### config.mk
export PLATFORM = sky130hd
export DESIGN_NAME = eje6_seq
export DESIGN_NICKNAME = d
export VERILOG_FILES = /design/src/rtl/eje6_seq.sv
export SDC_FILE = /design/constraint.sdc
export NUM_CORES = 1
export LEC_CHECK = 0
export CAP_MARGIN = 20
export CORE_MARGIN = 4
export CORE_UTILIZATION = 45
export CTS_CLUSTER_SIZE = 20
export DETAILED_ROUTE_END_ITERATION = 8
export PLACE_DENSITY_LB_ADDON = 0.3
export SLEW_MARGIN = 20
export SYNTH_ARGS = -nofsm -noshare
export SYNTH_HDL_FRONTEND = slang
export SYNTH_SLANG_ARGS = --single-unit
### constraint.sdc
create_clock -name clk -period 5.7 [get_ports clk]
set_clock_uncertainty 0.1 [all_clocks]
set_input_delay 1.71 -clock clk [delete_from_list [all_inputs] [get_ports clk]]
set_output_delay 1.71 -clock clk [all_outputs]
set_load 0.01 [all_outputs]
### src/rtl/eje6_seq.sv
// rtl/eje6_seq.sv - serial stimulus sequencer and result collector for a two-input sequential AND datapath
//
// Purpose:
//   Latches two WIDTH-bit patterns on an accepted start, clears the datapath,
//   shifts the patterns LSB-first onto dp_a/dp_b one bit per clock, and
//   collects the datapath's dp_and1 response LAT cycles later into a parallel
//   result word plus a population count.
//
// Ports:
//   clk       in   system clock, rising edge
//   reset     in   synchronous active-high reset
//   start     in   job request, accepted only in IDLE
//   pat_a     in   WIDTH-bit pattern serialized onto dp_a
//   pat_b     in   WIDTH-bit pattern serialized onto dp_b
//   dp_and1   in   datapath response
//   dp_reset  out  one-cycle datapath clear (LOAD)
//   dp_a      out  serial bit to datapath A
//   dp_b      out  serial bit to datapath B
//   busy      out  high in LOAD, SHIFT and DRAIN
//   done      out  one-cycle completion pulse
//   result    out  captured response, bit n belongs to pattern bit n
//   ones      out  number of 1s in result

module eje6_seq #(
    parameter int WIDTH = 9,
    parameter int LAT   = 1,
    parameter int CNT_W = 4
) (
    input  logic             clk,
    input  logic             reset,
    input  logic             start,
    input  logic [WIDTH-1:0] pat_a,
    input  logic [WIDTH-1:0] pat_b,
    input  logic             dp_and1,
    output logic             dp_reset,
    output logic             dp_a,
    output logic             dp_b,
    output logic             busy,
    output logic             done,
    output logic [WIDTH-1:0] result,
    output logic [CNT_W-1:0] ones
);

    localparam int IW = $clog2(WIDTH);

    typedef enum logic [2:0] {
        S_IDLE,
        S_LOAD,
        S_SHIFT,
        S_DRAIN,
        S_DONE
    } state_t;

    state_t           r_state;
    logic [WIDTH-1:0] r_pat_a;
    logic [WIDTH-1:0] r_pat_b;
    logic [IW-1:0]    r_idx;
    logic [1:0]       r_drain;

    // Capture tag delay line. Stage 0 describes the bit currently on dp_a/dp_b;
    // stage LAT describes the bit whose response is on dp_and1 right now.
    logic             r_tag_vld [0:LAT];
    logic [IW-1:0]    r_tag_idx [0:LAT];

    logic [IW-1:0]    w_next_idx;
    logic             w_cap_vld;
    logic [IW-1:0]    w_cap_idx;

    assign w_next_idx = r_idx + IW'(1);
    assign w_cap_vld  = r_tag_vld[LAT];
    assign w_cap_idx  = r_tag_idx[LAT];

    always_ff @(posedge clk) begin
        if (reset) begin
            r_state  <= S_IDLE;
            r_pat_a  <= '0;
            r_pat_b  <= '0;
            r_idx    <= '0;
            r_drain  <= '0;
            dp_reset <= 1'b0;
            dp_a     <= 1'b0;
            dp_b     <= 1'b0;
            busy     <= 1'b0;
            done     <= 1'b0;
            result   <= '0;
            ones     <= '0;
            for (int k = 0; k <= LAT; k++) begin
                r_tag_vld[k] <= 1'b0;
                r_tag_idx[k] <= '0;
            end
        end else begin
            for (int k = 1; k <= LAT; k++) begin
                r_tag_vld[k] <= r_tag_vld[k-1];
                r_tag_idx[k] <= r_tag_idx[k-1];
            end
            r_tag_vld[0] <= 1'b0;
            r_tag_idx[0] <= '0;

            // Capture runs independently of the FSM so it naturally spans
            // the tail of SHIFT and all of DRAIN.
            if (w_cap_vld) begin
                result[w_cap_idx] <= dp_and1;
                if (dp_and1) begin
                    ones <= ones + CNT_W'(1);
                end
            end

            case (r_state)
                S_IDLE: begin
                    dp_reset <= 1'b0;
                    dp_a     <= 1'b0;
                    dp_b     <= 1'b0;
                    done     <= 1'b0;
                    if (start) begin
                        r_pat_a  <= pat_a;
                        r_pat_b  <= pat_b;
                        r_idx    <= '0;
                        result   <= '0;
                        ones     <= '0;
                        dp_reset <= 1'b1;
                        busy     <= 1'b1;
                        r_state  <= S_LOAD;
                    end
                end

                S_LOAD: begin
                    dp_reset     <= 1'b0;
                    r_idx        <= '0;
                    dp_a         <= r_pat_a[0];
                    dp_b         <= r_pat_b[0];
                    r_tag_vld[0] <= 1'b1;
                    r_tag_idx[0] <= '0;
                    r_state      <= S_SHIFT;
                end

                S_SHIFT: begin
                    if (r_idx == IW'(WIDTH - 1)) begin
                        dp_a <= 1'b0;
                        dp_b <= 1'b0;
                        if (LAT > 0) begin
                            r_drain <= '0;
                            r_state <= S_DRAIN;
                        end else begin
                            busy    <= 1'b0;
                            done    <= 1'b1;
                            r_state <= S_DONE;
                        end
                    end else begin
                        r_idx        <= w_next_idx;
                        dp_a         <= r_pat_a[w_next_idx];
                        dp_b         <= r_pat_b[w_next_idx];
                        r_tag_vld[0] <= 1'b1;
                        r_tag_idx[0] <= w_next_idx;
                    end
                end

                S_DRAIN: begin
                    dp_a <= 1'b0;
                    dp_b <= 1'b0;
                    if (r_drain == 2'(LAT - 1)) begin
                        busy    <= 1'b0;
                        done    <= 1'b1;
                        r_state <= S_DONE;
                    end else begin
                        r_drain <= r_drain + 2'd1;
                    end
                end

                S_DONE: begin
                    // start is deliberately ignored here; no queuing.
                    done    <= 1'b0;
                    r_state <= S_IDLE;
                end

                default: begin
                    r_state <= S_IDLE;
                end
            endcase
        end
    end

endmodule

After elaboration in Yosys (flattened, before gate mapping). Memories as Yosys holds them, arrays and structs flattened. Cells that the tools add are included.

Multiplexer cells: 53. $add $sub $neg: 3. Order comparisons: 3. Eq/ne operators: 10. Bitwise gates (word level): 8. Reduce and logical (&&, ||, !) cells: 17.

Operators by type and width (count): $mux 4 (10); $mux 9 (3); $mux 1 (23); $pmux 3 s4 (1); $pmux 4 s3 (1); $reduce_and 3->1 (4); $lt 4x5->1 const B (2); $ne 2x2->1 const B (5); $bwmux 9 (1); $mux 3 (3); $add 4x1->4 const B (2); $bmux 1 s4 (2); $or 1x1->1 (8); $reduce_bool 2->1 (4); $eq 3x2->1 const B (2); $pmux 1 s2 (3); $pmux 1 s3 (2); $reduce_bool 3->1 (2); $demux 1 s4 (1); $eq 4x4->1 const B (1); $ge 4x1->1 const B (1); $mux 2 (2); $pmux 2 s2 (1); $reduce_and 2->1 (2); other kinds (7) (8).

Memory bits (writable): 10. Bits of input ports: 22. Bits in registers: 45. Output and inout bits: 18. Memories kept: 2.

Memories: r_tag_idx (depth 2, bits a word 4, rd ports 2, clocked after memory_dff 0, write ports 2, RTL line 63) `logic [IW-1:0] r_tag_idx [0:LAT];`; r_tag_vld (depth 2, bits a word 1, rd ports 2, clocked after memory_dff 0, write ports 2, RTL line 62) `logic r_tag_vld [0:LAT];`.

Logic depth before layout (Yosys ltp). Gate-level depths: netlist of the first run.

Word-level depth: 8. Mapped depth: 8. Gate-level depth less buffers: 6.

Least setup slack after synthesis of the first run. Ideal clock, no wire load.

Path kind: input to register. Start point: input port start. End point: register r_pat_a[8]. Arrival time: 2.466 ns. Path buffers: 1. Data required time: 5.468 ns. Slack: 3.002 ns. Setup time: 0.132 ns. Stages on the path: 4. Cells stage by stage: or4b_4 > buf_2 > nand2_1 > a21oi_1.

Longest elaborated chain between the ends: 1.

RTL lines: from (decl) (RTL line 31) `input logic start,`; $reduce_and 2->1 (no source line); to (signal assigned) (RTL line 115) `r_pat_a <= pat_a;`; to (decl) (RTL line 55) `logic [WIDTH-1:0] r_pat_a;`.

Every way passes these cells. A chain may end at the register's enable or synchronous reset.

Final worst setup path of the first run.
Start point: input port start. End point: register r_pat_a[7].

Same word-level chain as after synthesis.

==> impl_metrics.env, run 1 <==
export IMPL_finalWorstSetupSlack_ns=2.54
export IMPL_num_rows=26
export IMPL_core_um2=5140
export IMPL_hold_viol=0
export IMPL_hold_worst_slack_ns=0.342
export IMPL_path_class="in2reg"
export IMPL_routed_via_density=5.16
export IMPL_ys_types=38
export IMPL_synth_top_area_frac=0.460
export IMPL_final_max_slew_viol_count=0
export IMPL_yosysSeqAreaShare=0.460
export IMPL_synth_xor_area_share=0.0178
export IMPL_min_period_ns=3.16
export IMPL_cp_max_fo=18
export IMPL_yosys_area_top_type="dfxtp_1"
export IMPL_cp_num_buf_inv=1
export IMPL_seqPwrFrac=0.560
export IMPL_vdd_ir_drop_worst_v=0.000229
export IMPL_critPathRequiredTime_ns=5.83
export IMPL_ys_warn_count=0
export IMPL_synth_adder_area_share=0.0209
export IMPL_worst_path_largest_cell_delay_ns=0.76
export IMPL_slew_headroom=0.397
export IMPL_drt_pass1_iter_count=4
export IMPL_ys_seq_elements=55
export IMPL_grt_overflow_total=0
export IMPL_clock_root_buffer="clkbuf_8"
export IMPL_synth_simple_gate_area_frac=0.246
export IMPL_routedWlPerCell_um=12.5
export IMPL_ant_nets=0
export IMPL_die_y_um=80.9
export IMPL_grtUsageTotal=0.145
export IMPL_io_pins=40
export IMPL_grt_pass1_wl_mm=7.51
export IMPL_die_area_um2=6550
export IMPL_n_antenna_cell=0
export IMPL_avgSynthCellArea_um2=9.03
export IMPL_sw_frac_of_total=0.228
export IMPL_place_ws_ns=2.17
export IMPL_rsz0062_at_grt="no"
export IMPL_path_cells="clkdlybuf4s50_1 > nor4b_4 > nand2_1 > a21oi_1"
export IMPL_area_delta_synth_final_pct=20.4
export IMPL_io_buffer_count=39
export IMPL_synth_top_family_by_area="simple AND/OR/NAND/NOR gates"
export IMPL_antenna_found_initial=0
export IMPL_p_per_area_nw_per_um2=254
export IMPL_holdBufCountCts=0
export IMPL_synth_area_mux_share=0.0889
export IMPL_dp_cells=359
export IMPL_synth_common_cells="dfxtp_1, nand2_1, a21oi_1"
export IMPL_maxCapViolCount=0
export IMPL_hold_class="reg2reg"
export IMPL_min_period_over_period=0.555
export IMPL_gp_congestion=0.854
export IMPL_cts_max_path_buffers=2
export IMPL_fin_util=0.561
export IMPL_postCtsSetupBuffers=0
export IMPL_final_cells=366
export IMPL_worst_pin_slew_ns=0.901
export IMPL_cts_max_level=2
export IMPL_num_vias=1888
export IMPL_initial_core_util=0.466
export IMPL_clkPwrFrac=0.335
export IMPL_clk_latency_ns=0.30
export IMPL_drc=0
export IMPL_end_kind="flop"
export IMPL_numCtsBuffers=5
export IMPL_drtIter0Drc=65
export IMPL_cp_arrival_ns=3.29
export IMPL_drt_wl_total_mm=4.56
export IMPL_final_nets=322
export IMPL_hpwl_mm=3.21
export IMPL_pwr_share_comb=0.105
export IMPL_synth_compound_area_share=0.117
export IMPL_p_int_mw=0.566
export IMPL_async_flop_share=0
export IMPL_grt_max_degree=26
export IMPL_post_cts_resized=0
export IMPL_synth_area_leaders="dfxtp_1, nand2_1, a21oi_1, mux2i_1, mux4_2"
export IMPL_clk_pin_slew_ns=0.09
export IMPL_synth_most_common_cell="dfxtp_1"
export IMPL_rrSetupSlack_ns=3.32
export IMPL_cp_top_family="simple AND/OR/NAND/NOR gates"
export IMPL_synth_area_um2=2390
export IMPL_crit_slowest_cell="nor4b_4"
export IMPL_status="finished clean"
export IMPL_clock_sinks=55
export IMPL_drive_above_1_share=0.0642
export IMPL_synth_flop_cell="dfxtp_1"
export IMPL_grt_pass1_vias=1669
export IMPL_setup_tns_ns=0
export IMPL_p_switching_mw=0.167
export IMPL_postSynthNetCount=291
export IMPL_leakage_nw=1.02
export IMPL_synthCells=265
export IMPL_fmax_mhz=316
export IMPL_cts_tree="done"
export IMPL_die_w_um=80.9
export IMPL_setup_viol=0
export IMPL_synth_edf_count=0
export IMPL_critPathLaunchType="primary input"
## power by group through the flow
stage	clock, mW	combinational [mW]	sequential [mW]
2_1_floorplan	0	0.0576	0.414
3_5_place_dp	0	0.0776	0.419
5_1_grt	0.268	0.0848	0.412
6_report	0.246	0.0768	0.410
4_1_cts	0.255	0.0778	0.410
3_3_place_gp	0	0.0767	0.419
## path summary, 6_finish.rpt
kind                   start  depth (start not counted)         endpoint
max                    start                          4       r_pat_a[7]
min          r_tag_idx[0][2]                          1  r_tag_idx[1][2]
max reg2reg         r_idx[0]                          6             dp_b
min reg2reg  r_tag_idx[0][2]                          1  r_tag_idx[1][2]
## layout make-up
type,instances,area [um^2]
Clock buffer,6,72.6
Clock inverter,1,30.0
Fill cell,504,2260
Inverter,5,18.8
Multi-Input combinational cell,189,1170
Sequential cell,55,1100
Tap cell,70,87.6
Timing Repair Buffer,40,398
## layer usage
layer  global-route usage  wire (um)
met1                0.178       2120
met2                0.249       2130
met3               0.0310        233
met4               0.0557         72
met5                    0          0
## sequential cells by signal, summed over array words and instances, names as in the netlist
register,count
ones,4
dp_b,1
done,1
busy,1
r_drain,2
r_pat_a,9
r_idx,4
dp_a,1
dp_reset,1
r_pat_b,9
r_tag_idx,8
r_tag_vld,2
r_state,3
result,9
## kinds of logic after synthesis
| kind of cell | count (synthesis) |
|---|---|
| AO/OA/AOI/OAI | 52 |
| AND/OR/NAND/NOR | 113 |
| flip-flops | 55 |
| buffers and inverters | 21 |
| multiplexers | 16 |
| XOR/XNOR | 4 |
| adder cells (fa/ha/maj) | 4 |
## worst reg2reg max path, cell delays in order (launching register included)
cell	delay, ns
dfxtp_1	0.58
inv_1	0.12
ha_1	0.55
mux4_2	0.56
mux2i_1	0.14
mux2_2	0.16
o22ai_1	0.06
## through the flow
step                      total power [mW]  instance area (um^2)
after global routing                 0.765                  2880
after detailed placement             0.497                  2780
after CTS                            0.743                  2880
after floorplan                      0.471                  2390
final                                0.732                  2880
after global placement               0.495                  2780
## cell usage in the layout, fill, tap and decap left out, types with 2 or more instances in the layout
cell,synthesis,final
and2_1,2,2
mux2i_1,10,10
a211oi_1,2,2
nor2b_1,6,6
nand2b_1,3,3
o22ai_1,3,3
nor3b_1,4,4
clkbuf_8,0,5
nor2_1,18,18
nor3b_2,2,2
xor2_1,2,2
inv_1,5,5
nor3_1,5,5
o21ai_0,11,11
mux2_2,2,2
dfxtp_1,55,55
nand2_1,50,50
nand3b_1,4,4
nand4b_1,4,4
mux4_2,4,4
ha_1,4,4
clkdlybuf4s50_1,0,39
a21oi_1,33,33
or3_1,2,2
nand3_1,7,7
Note: power is estimated with default switching activity, not from simulation.
==> run 2: changes to the inputs <==
==> constraint.sdc (replaced) <==
create_clock -name clk -period 2.7 [get_ports clk]
set_clock_uncertainty 0.1 [all_clocks]
set_input_delay 0.81 -clock clk [delete_from_list [all_inputs] [get_ports clk]]
set_output_delay 0.81 -clock clk [all_outputs]
set_load 0.01 [all_outputs]
==> impl_metrics.env, run 2 (same netlist as run 1, synthesis figures left out) <==
export IMPL_min_period_ns=2.17
export IMPL_cp_top_family="buffers and inverters"
export IMPL_clk_latency_ns=0.31
export IMPL_drt_pass1_iter_count=4
export IMPL_routedWlPerCell_um=12.6
export IMPL_die_y_um=80.9
export IMPL_drtIter0Drc=70
export IMPL_worst_path_largest_cell_delay_ns=0.56
export IMPL_critPathLaunchType="flop"
export IMPL_min_period_over_period=0.803
export IMPL_critPathRequiredTime_ns=1.79
export IMPL_finalWorstSetupSlack_ns=0.532
export IMPL_hold_class="reg2reg"
export IMPL_cp_depth=1
export IMPL_path_cells="clkdlybuf4s50_1"
export IMPL_end_kind="output port"
export IMPL_reg_largest_list="r_pat_a: 9 flops, r_pat_b: 9 flops, result: 9 flops"
export IMPL_leakage_nw=1.03
export IMPL_rsz0062_at_grt="no"
export IMPL_maxCapViolCount=0
export IMPL_place_ws_ns=0.281
export IMPL_path_class="reg2out"
export IMPL_cp_max_fo=4
export IMPL_crit_slowest_cell="clkdlybuf4s50_1"
export IMPL_holdBufCountCts=0
export IMPL_post_cts_resized=0
export IMPL_clock_sinks=55
export IMPL_num_vias=1920
export IMPL_io_buffer_count=39
export IMPL_hpwl_mm=3.30
export IMPL_grt_max_degree=20
export IMPL_vdd_ir_drop_worst_v=0.000294
export IMPL_worst_pin_slew_ns=0.640
export IMPL_grt_overflow_total=0
export IMPL_initial_core_util=0.466
export IMPL_fmax_mhz=461
export IMPL_setup_tns_ns=0
export IMPL_core_um2=5140
export IMPL_clk_pin_slew_ns=0.09
export IMPL_final_common_cell="dfxtp_1"
export IMPL_drt_wl_total_mm=4.68
export IMPL_final_nets=327
export IMPL_nFillCells=517
export IMPL_hp_start="r_tag_idx[0][3]"
export IMPL_grt_pass1_vias=1775
export IMPL_antenna_found_initial=0
export IMPL_postCtsSetupBuffers=0
export IMPL_area_delta_synth_final_pct=21.2
export IMPL_n_antenna_cell=0
export IMPL_startpoint="ones[0]"
export IMPL_grt_pass1_wl_mm=7.97
export IMPL_routed_via_density=5.16
export IMPL_setup_viol=0
export IMPL_final_max_slew_viol_count=0
export IMPL_grtUsageTotal=0.155
export IMPL_ant_nets=0
export IMPL_status="finished clean"
export IMPL_hold_worst_slack_ns=0.340
export IMPL_cp_num_buf_inv=1
export IMPL_r2r_cells=6
export IMPL_die_area_um2=6550
export IMPL_gp_congestion=0.861
export IMPL_hold_depth=1
export IMPL_cts_max_path_buffers=2
export IMPL_worstReg2RegStart="r_idx[1]"
export IMPL_drive_above_1_share=0.0828
export IMPL_clock_root_buffer="clkbuf_8"
export IMPL_slew_headroom=0.573
export IMPL_die_w_um=80.9
export IMPL_p_per_area_nw_per_um2=509
export IMPL_numCtsBuffers=5
export IMPL_final_cell_mix="dfxtp_1, nand2_1, clkdlybuf4s50_1, a21oi_1, nor2_1"
export IMPL_cts_tree="done"
export IMPL_hold_viol=0
export IMPL_num_rows=26
export IMPL_cts_max_level=2
export IMPL_cp_arrival_ns=1.26
export IMPL_io_pins=40
export IMPL_drc=0
[run 2: cell types whose count changed in the layout (fill, tap and decap cells not counted)]
cell | before | now
buf_4 | 1 | 6
clkinv_2 | 0 | 1
bufinv_16 | 1 | 0
clkinvlp_4 | 0 | 1
[run 2: layout make-up]
cell class | count | area [um^2] | share of cell area
Inverter | 5 | 18.8 | 0.00647
Tap cell | 70 | 87.6 | 0.0302
Clock buffer | 6 | 72.6 | 0.0250
Timing Repair Buffer | 45 | 435 | 0.150
Multi-Input combinational cell | 189 | 1170 | 0.404
Clock inverter | 2 | 12.5 | 0.00431
Sequential cell | 55 | 1100 | 0.379
[run 2: report_power, final]
group	internal, mW	total (mW)	leakage [nW]	switching (mW)
registers	0.840	0.864	0.447	0.0240
clock network	0.182	0.440	0.0412	0.258
logic	0.0887	0.174	0.546	0.0853
total	1.11	1.48	1.03	0.368
[run 2: worst paths after layout]
path | end | slack, ns
max | ones[0] | 0.53
min | r_tag_idx[1][3] | 0.34
max reg2reg | dp_a | 0.60
min reg2reg | r_tag_idx[1][3] | 0.34
[run 2: metal layers]
layer	GRT usage	part of all wire	up-vias	routed length (um)
li1	-	-	984	-
met1	0.192	0.45	883	2120
met2	0.259	0.48	42	2240
met3	0.0288	0.044	11	206
met4	0.0777	0.024	0	112
met5	0	0	-	0
[run 2: through the flow]
| stage | area [um^2] | total power, mW | std cells | util |
|---|---|---|---|---|
| after floorplan | 2390 | 0.995 | 265 | - |
| after global placement | 2820 | 1.05 | 364 | 0.548 |
| after detailed placement | 2820 | 1.06 | 364 | 0.548 |
| after CTS | 2900 | 1.50 | 372 | 0.565 |
| after global routing | 2900 | 1.54 | 372 | 0.565 |
| final | 2900 | 1.48 | 372 | 0.565 |
